`src/rtl/bandit_environment.sv`:
```
// bandit_environment: stochastic reward source that the bandit agent plays against.
// The agent sends one arm index. The block answers with one Bernoulli reward. That reward
// is drawn by comparing a 16-bit Fibonacci LFSR sample with the arm's probability threshold.
// Optional feature macro: BANDIT_ENVIRONMENT_CONFIG_EN. It adds a write port that lets the
// probability table be changed at run time.
module bandit_environment #(
    parameter int unsigned               ARMS         = 256,
    parameter int unsigned               ACTION_WIDTH = 8,
    parameter int unsigned               REWARD_WIDTH = 16,
    parameter logic [REWARD_WIDTH-1:0]   REWARD_HIT   = 16'h7FFF,
    parameter logic [REWARD_WIDTH-1:0]   REWARD_MISS  = 16'h0000,
    parameter logic [15:0]               LFSR_SEED    = 16'hACE1,
    parameter string                     PROB_FILE    = ""
) (
    input  logic                    clock,
    input  logic                    reset,
    input  logic                    action_valid,
    input  logic [ACTION_WIDTH-1:0] action_data,
    output logic                    action_ready,
    output logic                    reward_valid,
    output logic [REWARD_WIDTH-1:0] reward_data,
    input  logic                    reward_ready
`ifdef BANDIT_ENVIRONMENT_CONFIG_EN
    ,
    input  logic                    config_valid,
    input  logic [ACTION_WIDTH-1:0] config_addr,
    input  logic [15:0]             config_data,
    output logic                    config_ready
`endif
);

    localparam int unsigned ADDR_W = (ARMS > 1) ? $clog2(ARMS) : 1;
    localparam logic [ACTION_WIDTH:0] ARMS_LIMIT = (ACTION_WIDTH+1)'(ARMS);
    // A zero seed would lock the LFSR at zero forever.
    localparam logic [15:0] SEED = (LFSR_SEED == 16'h0000) ? 16'h0001 : LFSR_SEED;

    typedef enum logic [1:0] {S_IDLE, S_LOOKUP, S_RESPOND} state_t;

    // Right-shifting Fibonacci form with taps 16,14,13,11. It is maximal length.
    function automatic logic [15:0] lfsr_step(input logic [15:0] v);
        return {v[0] ^ v[2] ^ v[3] ^ v[5], v[15:1]};
    endfunction

    logic [15:0] prob_mem [ARMS];
    logic [15:0] prob_rd_q;

    state_t                  state_q, state_d;
    logic [15:0]             lfsr_q, lfsr_d;
    logic                    arm_ok_q, arm_ok_d;
    logic                    hit_q, hit_d;
    logic                    cmp_done_q, cmp_done_d;
    logic                    action_ready_q, action_ready_d;
    logic                    reward_valid_q, reward_valid_d;
    logic [REWARD_WIDTH-1:0] reward_data_q, reward_data_d;

    logic              action_fire;
    logic              reward_fire;
    logic              act_in_range;
    logic              rd_en;
    logic [ADDR_W-1:0] rd_addr;
    logic              wr_en;
    logic [ADDR_W-1:0] wr_addr;
    logic [15:0]       wr_data;

    assign action_fire  = action_valid && action_ready_q;
    assign reward_fire  = reward_valid_q && reward_ready;
    assign act_in_range = {1'b0, action_data} < ARMS_LIMIT;
    // Out-of-range arms never touch the table.
    assign rd_en        = action_fire && act_in_range;
    assign rd_addr      = action_data[ADDR_W-1:0];

    assign action_ready = action_ready_q;
    assign reward_valid = reward_valid_q;
    assign reward_data  = reward_data_q;

`ifdef BANDIT_ENVIRONMENT_CONFIG_EN
    logic config_ready_q;

    assign wr_en        = config_valid && config_ready_q && ({1'b0, config_addr} < ARMS_LIMIT);
    assign wr_addr      = config_addr[ADDR_W-1:0];
    assign wr_data      = config_data;
    assign config_ready = config_ready_q;

    // The config port is always ready once reset has been released.
    always_ff @(posedge clock or negedge reset) begin
        if (!reset) config_ready_q <= 1'b0;
        else        config_ready_q <= 1'b1;
    end
`else
    assign wr_en   = 1'b0;
    assign wr_addr = '0;
    assign wr_data = '0;
`endif

    // Table port: synchronous read-first read on action accept, plus the optional write.
    // NOTE: the table is deliberately not reset. Its contents must survive reset, and a reset
    // would prevent block-RAM inference.
    always_ff @(posedge clock) begin
        if (wr_en) prob_mem[wr_addr] <= wr_data;
        if (rd_en) prob_rd_q <= prob_mem[rd_addr];
    end

    // Next-state logic. LOOKUP spends one cycle comparing and one cycle registering the reward.
    // NOTE: every _d starts from its _q, so no path through this block can infer a latch.
    always_comb begin
        state_d        = state_q;
        lfsr_d         = lfsr_q;
        arm_ok_d       = arm_ok_q;
        hit_d          = hit_q;
        cmp_done_d     = cmp_done_q;
        reward_valid_d = reward_valid_q;
        reward_data_d  = reward_data_q;
        case (state_q)
            S_IDLE: begin
                if (action_fire) begin
                    arm_ok_d   = act_in_range;
                    lfsr_d     = lfsr_step(lfsr_q);
                    cmp_done_d = 1'b0;
                    state_d    = S_LOOKUP;
                end
            end
            S_LOOKUP: begin
                if (!cmp_done_q) begin
                    // lfsr_q already holds the post-advance sample.
                    hit_d      = arm_ok_q && (lfsr_q <= prob_rd_q);
                    cmp_done_d = 1'b1;
                end else begin
                    reward_data_d  = hit_q ? REWARD_HIT : REWARD_MISS;
                    reward_valid_d = 1'b1;
                    state_d        = S_RESPOND;
                end
            end
            S_RESPOND: begin
                if (reward_fire) begin
                    reward_valid_d = 1'b0;
                    state_d        = S_IDLE;
                end
            end
            default: state_d = S_IDLE;
        endcase
        action_ready_d = (state_d == S_IDLE);
    end

    // State and registered outputs. Reset drops any pending reward at once.
    // NOTE: non-blocking assignments let every flop sample the pre-edge values together.
    always_ff @(posedge clock or negedge reset) begin
        if (!reset) begin
            state_q        <= S_IDLE;
            lfsr_q         <= SEED;
            arm_ok_q       <= 1'b0;
            hit_q          <= 1'b0;
            cmp_done_q     <= 1'b0;
            action_ready_q <= 1'b0;
            reward_valid_q <= 1'b0;
            reward_data_q  <= REWARD_MISS;
        end else begin
            state_q        <= state_d;
            lfsr_q         <= lfsr_d;
            arm_ok_q       <= arm_ok_d;
            hit_q          <= hit_d;
            cmp_done_q     <= cmp_done_d;
            action_ready_q <= action_ready_d;
            reward_valid_q <= reward_valid_d;
            reward_data_q  <= reward_data_d;
        end
    end

endmodule

```
`config.mk`:
```
export PLATFORM = sky130hd
export DESIGN_NAME = bandit_environment
export DESIGN_NICKNAME = d
export VERILOG_FILES = /design/src/rtl/bandit_environment.sv
export SDC_FILE = /design/constraint.sdc
export NUM_CORES = 1
export LEC_CHECK = 0
export CAP_MARGIN = 10
export CORE_MARGIN = 3
export CORE_UTILIZATION = 54
export DETAILED_ROUTE_END_ITERATION = 8
export DONT_BUFFER_PORTS = 1
export PLACE_DENSITY = 0.72
export SKIP_LAST_GASP = 1
export SYNTH_ARGS = -nofsm -noshare
export SYNTH_HDL_FRONTEND = slang
export SYNTH_SLANG_ARGS = --single-unit
```
`constraint.sdc`:
```
create_clock -name clock -period 1.5 [get_ports clock]
set_clock_uncertainty 0.05 [all_clocks]
set_input_delay 0.3 -clock clock [delete_from_list [all_inputs] [get_ports clock]]
set_output_delay 0.3 -clock clock [all_outputs]
set_load 0.02 [all_outputs]
```
==> flow_summary.toml <==
[power_and_ir_drop]
power.density_nw_per_um2 = 2077
p_switching_uw = 766.7
pwr-share-seq_pct = 49.6
ir_drop_v = 0.001120
p_leak_nw = 0.4854
pwr-share-comb_pct = 36.2
p_int_mw = 1.554
p_sw_share_pct = 33.04
power_frac_clock_pct = 14.2

[cells_and_area]
final_util_pct = 61.37
stdcell_area_um2 = 1117
diodes = 0
fin_nets = 92
drive_above_1_share_pct = 46.84
syn2layout_area_growth_pct = 2.174

[clock_network]
clk_pin_slew_ns = 0.12
cts_tree = "yes"
postCtsSetupRepairBufs = 0
cts_made_buffers = 3
h-tree-depth = 1
worstSkewPairLatency_ns = 0.31
clock-sinks = 24
ctsRootBufferMaster = "clkbuf_4"
cts_buffer_depth = 2

[setup_path]
cp_max_fo = 5
critPathMaxStageDelay_ns = 0.43
crit_type = "reg2reg"
crit_required_ns = 1.70
cp.arrival_ns = 1.64
rrSetupSlack_ns = 0.05
crit_path_start_kind = "flip-flop"
slowest_stage = "dfrtp_1"
cp_cell_sequence = "or3b_4 -> or4_1 -> o21ai_1"
crit_path_end_kind = "flip-flop"

[route]
antenna_left = 0
viasPerCell = 5.442
wl_per_cell_um = 13.22
wl_mm = 1.375
via_count = 566
drt-initial-drc-count = 8
drt_pass1_iterations = 4
drc = 0

[synth]
yosys.area.top_type = "dfrtp_1"
synth_nets = 98
netlist.area_leader.share_pct = 36.61
async_flop_share_pct = 100.0
synth-warning-count = 0
synthesis.area_um2 = 1094
syn_inst = 86
synth_common_cells = "16 x dfrtp_1, 16 x mux2_2, 15 x buf_4"
synth_ff_type = "dfrtp_1"
synth_edf_count = 0
yosysSeqAreaShare_pct = 55.84
synthTopCellsByArea = "dfrtp_1 37%, dfstp_2 19%, mux2_2 16%, buf_4 10%, xnor2_1 2.4%"
syn_area_per_cell_um2 = 12.72
yosys_register_bits = 24
ys_types = 24

[global_route]
antenna_found_initial = 0
grt_first_pass_wirelength_mm = 2.525
grt_max_degree = 25
grt_util_all_layers_pct = 13.29
grt_pass1_vias = 594
overflow = 0

[timing]
fin_crit_sh_pct = 96.42
holdWs_ns = 0.1493
min_period_ns = 1.446
final_max_slew_viol_count = 0
hold_viol_final = 0
setup_viol = 0
rsz0062_at_grt = "true"
layout_setup_ws_ns = 0.05364
max_freq_mhz = 691.4
maxSlewHeadroom_pct = 32.82
tightest_slew_ns = 1.008

[placed_design]
preCtsSetupSlack_ns = 0.04774
dp_hpwl_um = 955.1
io_buffer_count = 0
place_area_um2 = 1066
gp_congestion = 0.7085

[flow_run]
maxCapViolCount = 0

[floorplanning]
initial_core_util_pct = 60.07
rows = 15
pin_count = 30
die_area_um2 = 2601
die_y_um = 51
die_x_um = 51
core_um2 = 1821

[hold_path]
hold_class = "in2reg"

[status]
status = "completed"
flip-flops by register name, indices dropped and copies added (netlist names):
name,flops
action_ready,1
arm_ok_q,1
cmp_done_q,1
hit_q,1
lfsr_q,16
reward_data,1
reward_valid,1
state_q,2
cells in the final DEF, fill, tap and decap left out:
cell,Yosys,layout
mux2_2,16,16
dfrtp_1,16,15
dfstp_2,8,8
nor2_1,4,4
xnor2_1,3,3
a21oi_1,3,3
clkbuf_4,0,3
buf_4,15,3
inv_1,2,2
nor4_1,2,2
nand2_1,2,2
buf_12,0,2
and4bb_2,1,1
or3b_4,0,1
or2b_1,1,1
and2_1,1,1
nand3b_1,1,1
o31ai_1,1,1
or2_2,1,1
nor4b_1,1,1
nand4_1,1,1
or4_1,1,1
o21ai_1,1,1
o2bb2ai_1,1,1
conb_1,1,1
clkbuf_8,0,1
dlymetal6s4s_1,0,1
dfrtp_2,0,1
logic make-up after synthesis:
family,synth area share (%)
AOI/OAI and AO/OA,3.318
muxes,16.48
buffers and inverters,11.90
xor gates and xnor gates,2.403
DFF,55.83
and+or+nand+nor,9.727
other,0.3429
worst max-delay path, delay by kind of cell (launching register included):
family | cells | cell delay [ns]
simple gates | 2 | 0.79
flops | 1 | 0.43
compound gates | 1 | 0.12
path summary, 6_finish.rpt:
check,start,end,cells past startpoint
max,state_q[1]$_DFF_PN0_,hit_q$_DFFE_PN0N_,3
min,reward_ready,reward_valid$_DFFE_PN0P_,3
max reg2reg,state_q[1]$_DFF_PN0_,hit_q$_DFFE_PN0N_,3
min reg2reg,arm_ok_q$_DFFE_PN0P_,arm_ok_q$_DFFE_PN0P_,1
max in group asynchronous,reset,reward_data[13]$_DFFE_PN0P_,1
min in group asynchronous,reset,hit_q$_DFFE_PN0N_,1
power by group through the flow:
stage	clock (mW)	combinational [mW]	sequential (mW)
floorplan	0	0.689	1.16
global placement	0	0.808	1.16
detailed placement	0	0.825	1.17
CTS	0.347	0.844	1.16
global route	0.372	0.937	1.19
finish	0.330	0.839	1.15
layer usage:
metal / GRT usage, % / routed length, um
met5: 0 / 0
met1: 16.31 / 636
met2: 20.60 / 619
met4: 9.417 / 31
met3: 2.915 / 88
stage by stage:
step	power, mW	instances	TNS, ns
floorplan	1.849	86	0
global placement	1.968	99	0
detailed placement	1.996	99	0
CTS	2.347	104	0
global route	2.499	104	-0.01802
finish	2.320	104	0
area by class of cell:
| cell class | instances | area, um2 |
|---|---|---|
| Clock buffer | 4 | 36.28 |
| Fill cell | 161 | 703.2 |
| Inverter | 2 | 7.507 |
| Multi-Input combinational cell | 43 | 355.3 |
| Sequential cell | 24 | 611.8 |
| Tap cell | 25 | 31.28 |
| Timing Repair Buffer | 6 | 75.07 |
repair_timing:
action                                  4_1_cts  5_1_grt
gates resized for setup                       0        2
hold endpoints to repair                     24        0
endpoints found under the setup margin        0        2
hold buffers                                  1        0
Power figures use the tool's default switching activity.
